`src/rtl/nvdla_cdp_wdma_fifo_pkg.sv`:
```
// Shared helpers for the CDP WDMA command FIFO: parameter legality,
// occupancy counter width and pointer wrap arithmetic.
package nvdla_cdp_wdma_fifo_pkg;

    localparam int PTR_MAX_W = 7;

    function automatic bit params_ok(input int width, input int depth, input int afull_lvl);
        return (width >= 1) && (width <= 256) &&
               (depth >= 2) && (depth <= 64) &&
               (afull_lvl >= 1) && (afull_lvl <= depth);
    endfunction

    // Occupancy runs 0..depth inclusive, hence depth+1 codes.
    function automatic int cnt_width(input int depth);
        return $clog2(depth + 1);
    endfunction

    function automatic logic [PTR_MAX_W-1:0] ptr_inc(input logic [PTR_MAX_W-1:0] ptr,
                                                     input int depth);
        if (int'(ptr) >= depth - 1) begin
            return '0;
        end
        return ptr + PTR_MAX_W'(1);
    endfunction

endpackage

```
`src/rtl/nvdla_cdp_wdma_fifo_flopram.sv`:
```
// Flop-based storage array: one synchronous write port, one asynchronous
// read port, no reset on the contents.
module nvdla_cdp_wdma_fifo_flopram #(
    parameter int WIDTH = 15,
    parameter int DEPTH = 3,
    parameter int AW    = $clog2(DEPTH)
) (
    input  logic             i_clk,
    input  logic             i_we,
    input  logic [AW-1:0]    i_wa,
    input  logic [WIDTH-1:0] i_di,
    input  logic [AW-1:0]    i_ra,
    output logic [WIDTH-1:0] o_dout,
    input  logic [31:0]      i_pwrbus_ram_pd
);

    logic [WIDTH-1:0] r_mem [DEPTH];
    // Power control has no effect on a flop array; kept for RAM-compatible wiring.
    logic w_unused_pwrbus;

    assign w_unused_pwrbus = ^i_pwrbus_ram_pd;
    assign o_dout          = r_mem[i_ra];

    always_ff @(posedge i_clk) begin
        if (i_we) begin
            r_mem[i_wa] <= i_di;
        end
    end

endmodule

```
`src/rtl/nvdla_cdp_wdma_cmd_fifo_gen.sv`:
```
// CDP WDMA command FIFO: registered output stage plus flop RAM, with bypass
// into the output register when the RAM holds nothing.
module nvdla_cdp_wdma_cmd_fifo_gen
    import nvdla_cdp_wdma_fifo_pkg::*;
#(
    parameter int WIDTH     = 15,
    parameter int DEPTH     = 3,
    parameter int AFULL_LVL = DEPTH - 1
) (
    input  logic                          nvdla_core_clk_mgated,
    input  logic                          nvdla_core_rstn,
    input  logic                          wr_pvld,
    output logic                          wr_prdy,
    input  logic [WIDTH-1:0]              wr_pd,
    output logic                          rd_pvld,
    input  logic                          rd_prdy,
    output logic [WIDTH-1:0]              rd_pd,
    input  logic                          flush,
    output logic [cnt_width(DEPTH)-1:0]   wr_count,
    output logic                          wr_afull,
    output logic                          clk_en,
    input  logic [31:0]                   pwrbus_ram_pd
);

    localparam int CW = cnt_width(DEPTH);
    localparam int PW = $clog2(DEPTH);

    if (!params_ok(WIDTH, DEPTH, AFULL_LVL)) begin : g_param_check
        $error("nvdla_cdp_wdma_cmd_fifo_gen: illegal WIDTH/DEPTH/AFULL_LVL");
    end

    logic [CW-1:0]    r_count;
    logic [PW-1:0]    r_wr_ptr;
    logic [PW-1:0]    r_rd_ptr;
    logic             r_busy;
    logic             r_rd_pvld;
    logic             r_afull;
    logic [WIDTH-1:0] r_rd_pd;

    logic             w_push;
    logic             w_pop;
    logic             w_ram_empty;
    logic             w_out_free;
    logic             w_load;
    logic             w_bypass;
    logic             w_ram_we;
    logic [CW-1:0]    w_next_count;
    logic             w_busy_next;
    logic             w_afull_next;
    logic [PW-1:0]    w_wr_ptr_inc;
    logic [PW-1:0]    w_rd_ptr_inc;
    logic [WIDTH-1:0] w_ram_rd;

    assign wr_prdy = !r_busy && !flush;
    assign w_push  = wr_pvld && wr_prdy;
    assign w_pop   = r_rd_pvld && rd_prdy;

    // RAM holds everything except the entry sitting in the output register.
    assign w_ram_empty = (r_count == CW'(r_rd_pvld));
    assign w_out_free  = !r_rd_pvld || w_pop;
    assign w_load      = w_out_free && !w_ram_empty;
    assign w_bypass    = w_push && w_out_free && w_ram_empty;
    assign w_ram_we    = w_push && !w_bypass;

    assign w_next_count = r_count + CW'(w_push) - CW'(w_pop);

    always_comb begin
        w_busy_next = r_busy;
        if (flush || w_pop) begin
            w_busy_next = 1'b0;
        end else if (w_next_count == CW'(DEPTH)) begin
            w_busy_next = 1'b1;
        end
    end

    assign w_afull_next = !flush && (w_next_count >= CW'(AFULL_LVL));

    assign w_wr_ptr_inc = PW'(ptr_inc(PTR_MAX_W'(r_wr_ptr), DEPTH));
    assign w_rd_ptr_inc = PW'(ptr_inc(PTR_MAX_W'(r_rd_ptr), DEPTH));

    assign clk_en = wr_pvld || w_pop || flush ||
                    ((r_count != '0) && !r_rd_pvld) ||
                    (w_busy_next != r_busy);

    always_ff @(posedge nvdla_core_clk_mgated or negedge nvdla_core_rstn) begin
        if (!nvdla_core_rstn) begin
            r_count   <= '0;
            r_wr_ptr  <= '0;
            r_rd_ptr  <= '0;
            r_busy    <= 1'b0;
            r_rd_pvld <= 1'b0;
            r_afull   <= 1'b0;
        end else begin
            r_busy  <= w_busy_next;
            r_afull <= w_afull_next;
            if (flush) begin
                r_count   <= '0;
                r_wr_ptr  <= '0;
                r_rd_ptr  <= '0;
                r_rd_pvld <= 1'b0;
            end else begin
                r_count <= w_next_count;
                if (w_ram_we) begin
                    r_wr_ptr <= w_wr_ptr_inc;
                end
                if (w_load) begin
                    r_rd_ptr <= w_rd_ptr_inc;
                end
                if (w_out_free) begin
                    r_rd_pvld <= w_load || w_bypass;
                end
            end
        end
    end

    // Output payload is deliberately unreset; flush leaves it untouched.
    always_ff @(posedge nvdla_core_clk_mgated) begin
        if (!flush && w_load) begin
            r_rd_pd <= w_ram_rd;
        end else if (!flush && w_bypass) begin
            r_rd_pd <= wr_pd;
        end
    end

    nvdla_cdp_wdma_fifo_flopram #(
        .WIDTH (WIDTH),
        .DEPTH (DEPTH)
    ) u_ram (
        .i_clk           (nvdla_core_clk_mgated),
        .i_we            (w_ram_we),
        .i_wa            (r_wr_ptr),
        .i_di            (wr_pd),
        .i_ra            (r_rd_ptr),
        .o_dout          (w_ram_rd),
        .i_pwrbus_ram_pd (pwrbus_ram_pd)
    );

    assign rd_pvld  = r_rd_pvld;
    assign rd_pd    = r_rd_pd;
    assign wr_count = r_count;
    assign wr_afull = r_afull;

endmodule

```
`config.mk`:
```
export PLATFORM = sky130hd
export DESIGN_NAME = nvdla_cdp_wdma_cmd_fifo_gen
export DESIGN_NICKNAME = d
export VERILOG_FILES = /design/src/rtl/nvdla_cdp_wdma_fifo_pkg.sv /design/src/rtl/nvdla_cdp_wdma_fifo_flopram.sv /design/src/rtl/nvdla_cdp_wdma_cmd_fifo_gen.sv
export SDC_FILE = /design/constraint.sdc
export NUM_CORES = 1
export LEC_CHECK = 0
export CAP_MARGIN = 0
export CORE_MARGIN = 4
export CORE_UTILIZATION = 44
export DETAILED_ROUTE_END_ITERATION = 6
export PLACE_DENSITY = 0.76
export SKIP_CTS_REPAIR_TIMING = 1
export SYNTH_ARGS = -nofsm -noshare
export SYNTH_HDL_FRONTEND = slang
export SYNTH_SLANG_ARGS = --single-unit
```
`constraint.sdc`:
```
create_clock -name nvdla_core_clk_mgated -period 2.8 [get_ports nvdla_core_clk_mgated]
set_clock_uncertainty 0.2 [all_clocks]
set_input_delay 0.7 -clock nvdla_core_clk_mgated [delete_from_list [all_inputs] [get_ports nvdla_core_clk_mgated]]
set_output_delay 0.7 -clock nvdla_core_clk_mgated [all_outputs]
set_load 0.1 [all_outputs]
```
# After elaboration in Yosys (flattened, before gate mapping)
# Memory sizes are Yosys's and may differ from the RTL's.
# Index checks and enable logic that the tools add are counted.
[word_totals]
ff_bits = 24
ramBits = 45
n_memories = 1
[classes]
addsub = 4
magnitude_cmp = 3
eq_ne = 3
muxes = 19
reduce_logical = 28
[memory_table]
columns = ["memory", "words", "width", "rd", "rd_ports_with_merged_regs", "write_ports", "line_no", "source"]
rows = [
  ["u_ram.r_mem", 3, 15, 1, 0, 1, "nvdla_cdp_wdma_fifo_flopram.sv:17", "logic [WIDTH-1:0] r_mem [DEPTH];"],
]
[op_table]
columns = ["cell", "n"]
rows = [
  ["15-bit 2-to-1 mux", 2],
  ["2-bit 2-to-1 mux", 9],
  ["1-bit logical AND", 11],
  ["2-bit nonzero test", 5],
  ["1-bit 2-to-1 mux", 8],
  ["1-bit logical OR", 7],
  ["2-bit >= comparator (second input constant)", 3],
  ["1-bit zero test", 5],
  ["2-bit by 1-bit adder with 2-bit output (second input constant)", 2],
  ["2-bit by 1-bit adder with 2-bit output", 1],
  ["2-bit by 1-bit == test with 1-bit output", 1],
  ["2-bit == test (second input constant)", 1],
  ["2-bit by 1-bit subtractor with 2-bit output", 1],
  ["1-bit != test", 1],
]

# Longest topological paths before layout
# Gate-level depths: netlist (run 1).
[logic_depth]
depth_word = 10
depth_mapped = 8
mapped_depth_nobuf = 7

# Hierarchy
# A second synthesis (run 1) with hierarchy kept.
[hier_totals]
hier_cells = 180
area_unflattened_um2 = 2860.2
[modules_own_cells]
columns = ["module", "n_inst", "cells_each", "area_per_inst_um2"]
rows = [
  ["nvdla_cdp_wdma_fifo_flopram", 1, 98, 1700.4],
  ["nvdla_cdp_wdma_cmd_fifo_gen", 1, 82, 1159.9],
]

# Least setup slack after synthesis (run 1)
# No wires, ideal clock.
[synth_timing]
path_kind = "input -> output"
from = "in flush"
to = "out clk_en"
arrival_time_ps = 3946
required_ps = 1900
setup_slack_ps = -2046
path_stages = 8
n_path_buf = 1
path_cell_list = "buf_2 nor2_4 nand2_1 xor2_1 ha_1 xor2_1 xnor2_1 o221ai_1"
[synth_between]
elab_chain_len = 10
[synth_lines]
columns = ["element", "line_no", "source"]
rows = [
  ["start: declaration", "nvdla_cdp_wdma_cmd_fifo_gen.sv:18", "input logic flush,"],
  ["1-bit zero test", "nvdla_cdp_wdma_cmd_fifo_gen.sv:54", "assign wr_prdy = !r_busy && !flush;"],
  ["1-bit logical AND", "nvdla_cdp_wdma_cmd_fifo_gen.sv:54", ""],
  ["named net wr_prdy", "nvdla_cdp_wdma_cmd_fifo_gen.sv:13", "output logic wr_prdy,"],
  ["1-bit logical AND", "nvdla_cdp_wdma_cmd_fifo_gen.sv:55", "assign w_push = wr_pvld && wr_prdy;"],
  ["2-bit by 1-bit adder with 2-bit output", "nvdla_cdp_wdma_cmd_fifo_gen.sv:65", "assign w_next_count = r_count + CW'(w_push) - CW'(w_pop);"],
  ["2-bit by 1-bit subtractor with 2-bit output", "nvdla_cdp_wdma_cmd_fifo_gen.sv:65", ""],
  ["2-bit == test", "nvdla_cdp_wdma_cmd_fifo_gen.sv:71", "end else if (w_next_count == CW'(DEPTH)) begin"],
  ["1-bit 2-to-1 mux", "nvdla_cdp_wdma_cmd_fifo_gen.sv:71", ""],
  ["1-bit 2-to-1 mux", "nvdla_cdp_wdma_cmd_fifo_gen.sv:69", "if (flush || w_pop) begin"],
  ["1-bit != test", "nvdla_cdp_wdma_cmd_fifo_gen.sv:83", "(w_busy_next != r_busy);"],
  ["1-bit logical OR", "nvdla_cdp_wdma_cmd_fifo_gen.sv:82", "((r_count != '0) && !r_rd_pvld) ||"],
  ["end: declaration", "nvdla_cdp_wdma_cmd_fifo_gen.sv:21", "output logic clk_en,"],
]
# The timed path passes the listed nets, and every way through them passes these cells.

# Worst setup path after layout (run 1)
[layout_timing]
from = "in flush"
to = "out clk_en"
[layout_between]
elab_chain_len = 10
[layout_lines]
columns = ["element", "line_no"]
rows = [
  ["1-bit zero test", "nvdla_cdp_wdma_cmd_fifo_gen.sv:54"],
  ["1-bit logical AND", "nvdla_cdp_wdma_cmd_fifo_gen.sv:54"],
  ["1-bit logical AND", "nvdla_cdp_wdma_cmd_fifo_gen.sv:55"],
  ["2-bit by 1-bit adder with 2-bit output", "nvdla_cdp_wdma_cmd_fifo_gen.sv:65"],
  ["2-bit by 1-bit subtractor with 2-bit output", "nvdla_cdp_wdma_cmd_fifo_gen.sv:65"],
  ["2-bit == test", "nvdla_cdp_wdma_cmd_fifo_gen.sv:71"],
  ["1-bit 2-to-1 mux", "nvdla_cdp_wdma_cmd_fifo_gen.sv:71"],
  ["1-bit 2-to-1 mux", "nvdla_cdp_wdma_cmd_fifo_gen.sv:69"],
  ["1-bit != test", "nvdla_cdp_wdma_cmd_fifo_gen.sv:83"],
  ["1-bit logical OR *", "nvdla_cdp_wdma_cmd_fifo_gen.sv:82"],
]
# Mark *: on every way between the ends. The rest lies on a longest branch, timed or not.

==> reports/metrics.cfg, run 1 <==
[timing]
max_freq_ghz=0.334
drv_slew=0
whs_ns=0.389
worst-slew-pin-transition_ns=1.07
timing.final.ws_setup_ns=-0.193
hold_viol_final=0
fin_crit_sh_pct=107
setup_viol=1
post-route-min-period_ns=2.99
rsz0062_at_grt=true
slew_headroom_pct=28.5
tns_ns=-0.193

[floorplanning]
core_area_um2=6310
die_h_um=88.5
die_w_um=88.5
core.rowCount=29
die_area_um2=7840
initial_core_util_pct=45.2
io_pins=73

[global_routing]
grt_pass1_wl_um=8380
grt_max_degree=34
overflow=0
grt_pass1_vias=1728
grt_use_total_pct=15.2
antenna_found_initial=0

[critical_path]
end_kind=output pin
critPathMaxStageDelay_ns=0.20
path_class=in -> out
cp-start-kind=input pin
worstPathRequired_ns=1.90
cp_max_fo=2
worst-endpoint-arrival_ns=2.09
cpMaxStageDelayCell=o221ai_4
crit_buf_inv=2
cp_top_family=XOR/XNOR gates
worstPathCellList=buf_8 -> nor2_4 -> nand2_2 -> xor2_1 -> ha_2 -> xor2_2 -> xnor2_2 -> o221ai_4 -> buf_12

[placed_design]
pre_cts_ws_ns=-0.539
gp_congestion=0.763
placed_area_um2=3480
io_buffers=40
place_hpwl_um=3490

[cts]
clockBufferDepth=2
clkLatencyLatePin_ns=0.34
clk_pin_slew_ns=0.07
cts_tree=done
cts_buffers=9
clkSinkCount=69
htree_levels=3
root_buffer=clkbuf_8

[route]
wl_per_cell_um=16.1
ant_nets=0
first_pass_iters=4
first_iter_violations=70
wl_um=5420
drc=0
vias=1703
vias_per_cell=5.07

[finish]
n_antenna_cell=0
syn2layout_area_growth_pct=31.0
nets=308
drive_gt1_share_pct=30.5
final_common_cell=edfxtp_1
fill_cells=485
final_cell_area_um2=3740
layout_common_cells=edfxtp_1, buf_4, nor2_1, a21oi_1, nand2_1

[pwr]
p_seq_share_pct=36.6
p_leak_uw=0.00140
swShare_pct=40.8
peakVddDrop_uv=650
combPwrFrac_pct=39.7
power_density_nw_per_um2=1080
p_switching_uw=1650
p_int_uw=2400
p_clk_share_pct=23.6

[synthesis]
synthTopCellsByArea=edfxtp_1, dfrtp_1, mux2i_1, o21ai_2, a21oi_1
ys_seq_elements=69
seq_area_frac_synth_pct=71.0
synth_warnings=0
synth_cells=196
synth_top_area_share_pct=63.1
synth_area_per_cell_um2=14.6
synthesis.area_um2=2850
syn-num-nets=249
ys_types=32
yosysTopAreaCell=edfxtp_1

[status]
status=finished, violations left
violations=negative setup slack

[worst_hold_path]
hp-class=reg -> reg

[run]
max_cap_violations=0

## worst register-to-register path, cell delays in order, from the launching register on
cell and delay, ns:
dfrtp_1 0.96, mux2i_1 0.28, nor2_1 0.06, a21oi_1 0.18, o21ai_1 0.11
## metal layers
metal	wire [um]	vias up	track usage, %
met5	0	-	0
met4	175	0	11.0
met3	183	14	3.26
met2	2910	31	25.6
met1	2150	818	16.8
li1	-	840	-
## state kept, by name, indices dropped and copies added, names as in the netlist
register and flops:
rd_pvld 1, r_rd_ptr 2, r_busy 1, u_ram.r_mem 45, r_wr_ptr 2, rd_pd 15
wr_afull 1, wr_count 2
## layout make-up
class / count / area, um^2 / area share [%]
clock buffer: 9 / 124 / 3.31
clock inverter: 6 / 111 / 2.98
inverter: 2 / 7.51 / 0.201
multi-input combinational: 114 / 810 / 21.7
sequential: 69 / 2030 / 54.2
tap: 77 / 96.3 / 2.58
timing repair buffer: 59 / 563 / 15.1
## cell families (layout without fill, tap and decap cells)
| kind of cell | count (synthesis) | count (layout) | share of synthesized area (%) |
|---|---|---|---|
| and+or+nand+nor | 49 | 49 | 8.11 |
| xor gates and xnor gates | 4 | 4 | 1.23 |
| adders and majority gates | 1 | 1 | 0.438 |
| AOI/OAI and AO/OA | 44 | 44 | 10.7 |
| DFF | 69 | 69 | 71.0 |
| buffers and inverters | 13 | 76 | 2.85 |
| muxes | 16 | 16 | 5.61 |
## through the flow
stage          power [uW]  util, %  cells
3_3_place_gp         3070     55.1    319
4_1_cts              4070     58.8    334
6_report             4050     59.2    336
3_5_place_dp         3110     55.1    319
2_1_floorplan        2730        -    196
5_1_grt              4220     59.2    336
## Yosys cell counts
library cell	number
clkbuf_1	4
nor3b_1	1
nor2_1	18
or3_1	1
nor3b_2	1
nand2b_1	2
nand2_1	20
dfrtp_1	9
ha_1	1
a211o_1	1
or3_4	1
xnor2_1	2
nor2b_1	2
nor3_2	1
buf_2	2
o21ai_1	4
o2111ai_4	1
buf_4	2
o21ai_2	11
a31o_1	2
nor2_4	1
o21ai_0	4
inv_1	2
mux2i_1	16
xor2_1	2
a211oi_1	1
edfxtp_1	60
buf_6	3
nor3_1	1
a2111o_1	1
o221ai_1	1
a21oi_1	18
## power by group through the flow
stage          clock, uW  combinational (uW)  sequential [uW]
6_report             957                1610             1480
5_1_grt             1010                1710             1510
4_1_cts              976                1610             1490
3_5_place_dp           0                1600             1510
3_3_place_gp           0                1570             1500
2_1_floorplan          0                 679             2050
## path summary, 6_finish.rpt
path / from / end / slack (ns) / depth (start not counted)
hold / removal: u_ram.r_mem[2][10]$_DFFE_PP_ / rd_pd[10]$_DFFE_PP_ / 0.39 / 2
hold reg to reg: u_ram.r_mem[2][10]$_DFFE_PP_ / rd_pd[10]$_DFFE_PP_ / 0.39 / 2
max in group asynchronous: nvdla_core_rstn / r_wr_ptr[1]$_DFFE_PN0P_ / 1.62 / 1
min in group asynchronous: nvdla_core_rstn / r_busy$_DFF_PN0_ / 0.47 / 1
setup reg to reg: r_rd_ptr[0]$_DFFE_PN0P_ / rd_pd[5]$_DFFE_PP_ / 0.75 / 4
setup / recovery: flush / clk_en / -0.19 / 9
(Power assumes the default switching activity.)
==> run 2: changes to the inputs <==
Settings changed: CTS_BUF_LIST set to sky130_fd_sc_hd__clkbuf_16.
==> run 2 against run 1 <==
The flow still finishes with violations (negative setup slack). Worst hold slack got worse by 0.0058 ns. Sequential share of layout area decreased by 1.4 points. Die area unchanged. Highest routed layer unchanged.
==> reports/metrics.cfg, run 2 (synthesis results as in run 1) <==
[timing]
worst-slew-pin-transition_ns=1.06  ; was 1.07 ns
setup_viol=1  ; unchanged
rsz0062_at_grt=true  ; unchanged
hold_viol_final=0  ; unchanged
slew_headroom_pct=29.4  ; was 28.5%
post-route-min-period_ns=2.99  ; about the same
drv_slew=0  ; unchanged
timing.final.ws_setup_ns=-0.189  ; was -0.193 ns
fin_crit_sh_pct=107  ; about the same
max_freq_ghz=0.335  ; was 0.334 GHz

[critical_path]
worst-endpoint-arrival_ns=2.09  ; about the same
path_class=in -> out  ; unchanged
worstPathRequired_ns=1.90  ; about the same
cp_max_fo=2  ; unchanged
reg2reg_from=rd_pvld$_DFFE_PN0P_  ; was r_rd_ptr[0]$_DFFE_PN0P_
cp-start-kind=input pin  ; unchanged
end_kind=output pin  ; unchanged
crit_path_start=flush  ; unchanged

[placed_design]
gp_congestion=0.763  ; unchanged
io_buffers=40  ; unchanged
dp_cells=319  ; unchanged
placed_area_um2=3480  ; unchanged
place_hpwl_um=3490  ; unchanged

[cts]
clkSinkCount=69  ; unchanged
cts_buffers=9  ; unchanged
root_buffer=clkbuf_16  ; was clkbuf_8
cts_tree=done  ; unchanged
htree_levels=3  ; unchanged
clk_pin_slew_ns=0.05  ; was 0.07 ns
clkLatencyLatePin_ns=0.32  ; was 0.34 ns
clockBufferDepth=2  ; unchanged

[finish]
syn2layout_area_growth_pct=34.5  ; was 31.0%
final_util_pct=60.8  ; was 59.2%
final_cell_area_um2=3840  ; was 3740 um^2
layout.cells.non_filler=336  ; unchanged
top_register=u_ram.r_mem  ; unchanged
final_common_cell=edfxtp_1  ; unchanged
n_antenna_cell=0  ; unchanged
drive_gt1_share_pct=30.5  ; unchanged
layout_common_cells=edfxtp_1, buf_4, nor2_1, a21oi_1, nand2_1  ; unchanged
nets=308  ; unchanged
largest_register_ffs=45  ; unchanged

[route]
wl_per_cell_um=15.9  ; was 16.1 um
vias=1714  ; was 1703
first_iter_violations=102  ; was 70
wl_um=5350  ; was 5420 um
vias_per_cell=5.10  ; was 5.07
drc=0  ; unchanged
ant_nets=0  ; unchanged
first_pass_iters=4  ; unchanged

[pwr]
power_density_nw_per_um2=1140  ; was 1080 nW/um^2
swShare_pct=38.6  ; was 40.8%
peakVddDrop_uv=642  ; was 650 uV
combPwrFrac_pct=36.9  ; was 39.7%
p_switching_uw=1680  ; was 1650 uW
p_int_uw=2680  ; was 2400 uW
p_clk_share_pct=29.1  ; was 23.6%
p_seq_share_pct=34.0  ; was 36.6%
power_uw=4360  ; was 4050 uW
p_leak_uw=0.00145  ; was 0.00140 uW

[global_routing]
grt_pass1_wl_um=8400  ; was 8380 um
grt_max_degree=34  ; unchanged
grt_use_total_pct=15.1  ; was 15.2%
overflow=0  ; unchanged
grt_pass1_vias=1718  ; was 1728
antenna_found_initial=0  ; unchanged

[floorplanning]
die_h_um=88.5  ; unchanged
die_w_um=88.5  ; unchanged
core.rowCount=29  ; unchanged
io_pins=73  ; unchanged
core_area_um2=6310  ; unchanged
die_area_um2=7840  ; unchanged
initial_core_util_pct=45.2  ; unchanged

[worst_hold_path]
hp-class=reg -> reg  ; unchanged
min_from=u_ram.r_mem[2][10]$_DFFE_PP_  ; unchanged

[run]
max_cap_violations=0  ; unchanged

[status]
violations=negative setup slack  ; unchanged
status=finished, violations left  ; unchanged

==> run 2: cell types whose count changed in the layout (fill, tap and decap cells not counted) <==
cell | previous run | this run
clkbuf_16 | 0 | 9
clkbuf_8 | 9 | 0
==> run 2: metal layers <==
metal / up-vias / global-route usage, % / routed length, um / part of all wire (%)
met5: - / 0 / 0 / 0
met4: 0 / 8.52 / 163 / 3.0
met3: 13 / 4.38 / 222 / 4.1
met2: 31 / 25.6 / 2850 / 53
met1: 821 / 17.1 / 2120 / 40
li1: 849 / - / - / -
==> run 2: critical path, cell delays in order <==
cell      delay [ns]
buf_8           0.10
nor2_4          0.10
nand2_2         0.07
xor2_1          0.16
ha_2            0.18
xor2_2          0.19
xnor2_2         0.17
o221ai_4        0.20
buf_12          0.20
==> run 2: worst paths after layout <==
kind | end | slack (ns) | cells after the start
worst max-delay path | clk_en | -0.19 | 9
worst min-delay path | rd_pd[10]$_DFFE_PP_ | 0.38 | 2
worst max register to register | rd_pd[10]$_DFFE_PP_ | 0.76 | 6
worst min register to register | rd_pd[10]$_DFFE_PP_ | 0.38 | 2
max in group asynchronous | r_wr_ptr[1]$_DFFE_PN0P_ | 1.61 | 1
min in group asynchronous | wr_count[1]$_DFF_PN0_ | 0.49 | 1
==> run 2: metrics by stage <==
stage / hold WS, ns / setup slack [ns] / setup TNS [ns]
after floorplan: 0.204 / -0.930 / -8.45
after global placement: 0.365 / -0.515 / -0.515
after detailed placement: 0.371 / -0.539 / -0.539
after CTS: 0.388 / -0.542 / -0.542
after global routing: 0.403 / -0.283 / -0.283
final: 0.384 / -0.189 / -0.189
==> run 2: layout make-up <==
cell class | instances | area [um^2]
fill | 483 | 2470
sequential | 69 | 2030
clock inverter | 6 | 111
tap | 77 | 96.3
inverter | 2 | 7.51
timing repair buffer | 59 | 563
multi-input combinational | 114 | 810
clock buffer | 9 | 225
==> run 2: power by group through the flow <==
| stage | Clock [uW] | Combinational [uW] | Sequential [uW] |
|---|---|---|---|
| 2_1_floorplan | 0 | 679 | 2050 |
| 3_3_place_gp | 0 | 1570 | 1500 |
| 3_5_place_dp | 0 | 1600 | 1510 |
| 4_1_cts | 1290 | 1610 | 1490 |
| 5_1_grt | 1330 | 1710 | 1510 |
| 6_report | 1270 | 1610 | 1480 |
==> run 3: changes to the inputs <==
--- a/config.mk
+++ b/config.mk
@@ -11,2 +11,3 @@
 export CTS_BUF_LIST = sky130_fd_sc_hd__clkbuf_16
+export CTS_CLUSTER_SIZE = 24
 export DETAILED_ROUTE_END_ITERATION = 6
--- a/constraint.sdc
+++ b/constraint.sdc
@@ -4,2 +4,2 @@
 set_output_delay 0.7 -clock nvdla_core_clk_mgated [all_outputs]
-set_load 0.1 [all_outputs]
+set_load 0.02 [all_outputs]
==> run 3 against run 2 <==
The run still ends with negative setup slack left. Routed wire length is 1.2% lower. Utilization decreased by 0.48 points. Setup slack better by 0.12 ns. Sequential share of layout area rose by 0.42 points. Non-clock buffer count up 7. Register-to-register slack improved by 0.02 ns. Critical path depth unchanged. Die area did not move. Final area down 0.78%.
==> reports/metrics.cfg, run 3 (synthesis results as in run 1) <==
[status]
status=finished, violations left  ; unchanged
violations=negative setup slack  ; unchanged

[finish]
n_antenna_cell=0  ; unchanged
largest_register_ffs=45  ; unchanged
drive_gt1_share_pct=22.9  ; was 30.5%
layout_common_cells=edfxtp_1, clkdlybuf4s50_1, buf_4  ; was edfxtp_1, buf_4, nor2_1, a21oi_1, nand2_1
final_common_cell=edfxtp_1  ; unchanged
fill_cells=498  ; was 483
nets=315  ; was 308
top_register=u_ram.r_mem  ; unchanged
syn2layout_area_growth_pct=33.5  ; was 34.5%

[global_routing]
grt_use_total_pct=15.3  ; was 15.1%
grt_pass1_vias=1774  ; was 1718
antenna_found_initial=0  ; unchanged
grt_max_degree=34  ; unchanged
overflow=0  ; unchanged
grt_pass1_wl_um=8740  ; was 8400 um

[cts]
clkSinkCount=69  ; unchanged
root_buffer=clkbuf_16  ; unchanged
clk_pin_slew_ns=0.05  ; about the same
clkLatencyLatePin_ns=0.32  ; about the same
cts_tree=done  ; unchanged
clockBufferDepth=2  ; unchanged
cts_buffers=9  ; unchanged
htree_levels=3  ; unchanged

[pwr]
power_density_nw_per_um2=946  ; was 1140 nW/um^2
p_leak_uw=0.00143  ; was 0.00145 uW
p_clk_share_pct=28.6  ; was 29.1%
peakVddDrop_uv=565  ; was 642 uV
combPwrFrac_pct=30.4  ; was 36.9%
p_seq_share_pct=41.0  ; was 34.0%
p_int_uw=2540  ; was 2680 uW
p_switching_uw=1070  ; was 1680 uW
swShare_pct=29.7  ; was 38.6%
power_uw=3600  ; was 4360 uW

[floorplanning]
core_area_um2=6310  ; unchanged
die_area_um2=7840  ; unchanged
initial_core_util_pct=45.2  ; unchanged
core.rowCount=29  ; unchanged
io_pins=73  ; unchanged
die_w_um=88.5  ; unchanged
die_h_um=88.5  ; unchanged

[placed_design]
io_buffers=40  ; unchanged
pre_cts_ws_ns=-0.972  ; was -0.539 ns
gp_congestion=0.831  ; was 0.763
place_hpwl_um=3580  ; was 3490 um

[timing]
rsz0062_at_grt=true  ; unchanged
fin_crit_sh_pct=103  ; was 107%
timing.final.ws_setup_ns=-0.0738  ; was -0.189 ns
slew_headroom_pct=28.4  ; was 29.4%
worst-slew-pin-transition_ns=1.07  ; was 1.06 ns
tns_ns=-0.0738  ; was -0.189 ns
setup_viol=1  ; unchanged
drv_slew=0  ; unchanged
hold_viol_final=0  ; unchanged
max_freq_ghz=0.348  ; was 0.335 GHz
post-route-min-period_ns=2.87  ; was 2.99 ns

[critical_path]
worst-endpoint-arrival_ns=1.97  ; was 2.09 ns
worstPathRequired_ns=1.90  ; about the same
ff2ff_path_depth=4  ; was 6
path_class=in -> out  ; unchanged
cp_max_fo=2  ; unchanged
r2r_slack_ns=0.78  ; was 0.76 ns
cp-start-kind=input pin  ; unchanged
end_kind=output pin  ; unchanged

[route]
wl_um=5290  ; was 5350 um
vias=1748  ; was 1714
first_iter_violations=72  ; was 102
ant_nets=0  ; unchanged
wl_per_cell_um=15.4  ; was 15.9 um
first_pass_iters=4  ; unchanged
drc=0  ; unchanged
vias_per_cell=5.10  ; about the same

[worst_hold_path]
hold_depth=2  ; unchanged
hp-class=reg -> reg  ; unchanged

[run]
max_cap_violations=0  ; unchanged

==> run 3: per-stage QoR <==
stage	hold slack, ns	cell area (um^2)	std cells	util [%]
final	0.382	3810	343	60.3
after global routing	0.398	3810	343	60.3
after CTS	0.383	3760	340	59.6
after detailed placement	0.371	3490	325	55.3
after global placement	0.361	3490	325	55.3
after floorplan	0.204	2870	196	-
==> run 3: worst paths after layout <==
path | startpoint | to
setup / recovery | flush | clk_en
hold reg to reg | u_ram.r_mem[2][10]$_DFFE_PP_ | rd_pd[10]$_DFFE_PP_
setup reg to reg | r_rd_ptr[0]$_DFFE_PN0P_ | rd_pd[4]$_DFFE_PP_
min in group asynchronous | nvdla_core_rstn | wr_count[1]$_DFF_PN0_
hold / removal | u_ram.r_mem[2][10]$_DFFE_PP_ | rd_pd[10]$_DFFE_PP_
max in group asynchronous | nvdla_core_rstn | r_wr_ptr[1]$_DFFE_PN0P_
==> run 3: per-layer routing <==
layer,up-vias,share of wire [%],track usage (%)
li1,864,-,-
met1,847,41,18.1
met2,29,53,25.6
met3,8,3.9,4.66
met4,0,2.0,7.55
met5,-,0,0
==> run 3: worst max-delay path: stages <==
cell      delay, ns
buf_6          0.10
nor2_4         0.09
nand2_2        0.07
xor2_1         0.14
ha_2           0.21
xor2_2         0.19
xnor2_2        0.20
o221ai_2       0.10
buf_4          0.17
==> run 3: layout make-up <==
cell class | instances | area, um^2 | area share (%)
clock buffer | 9 | 225 | 5.91
clock inverter | 6 | 48.8 | 1.28
inverter | 2 | 7.51 | 0.197
multi-input combinational | 114 | 781 | 20.5
sequential | 69 | 2030 | 53.2
tap | 77 | 96.3 | 2.53
timing repair buffer | 66 | 624 | 16.4
==> run 3: power by group through the flow <==
stage,Clock [uW],Combinational (uW),Sequential (uW)
floorplan,0,612,1520
global placement,0,1040,1490
detailed placement,0,1070,1490
CTS,1060,1070,1480
global route,1110,1210,1500
finish,1030,1100,1480
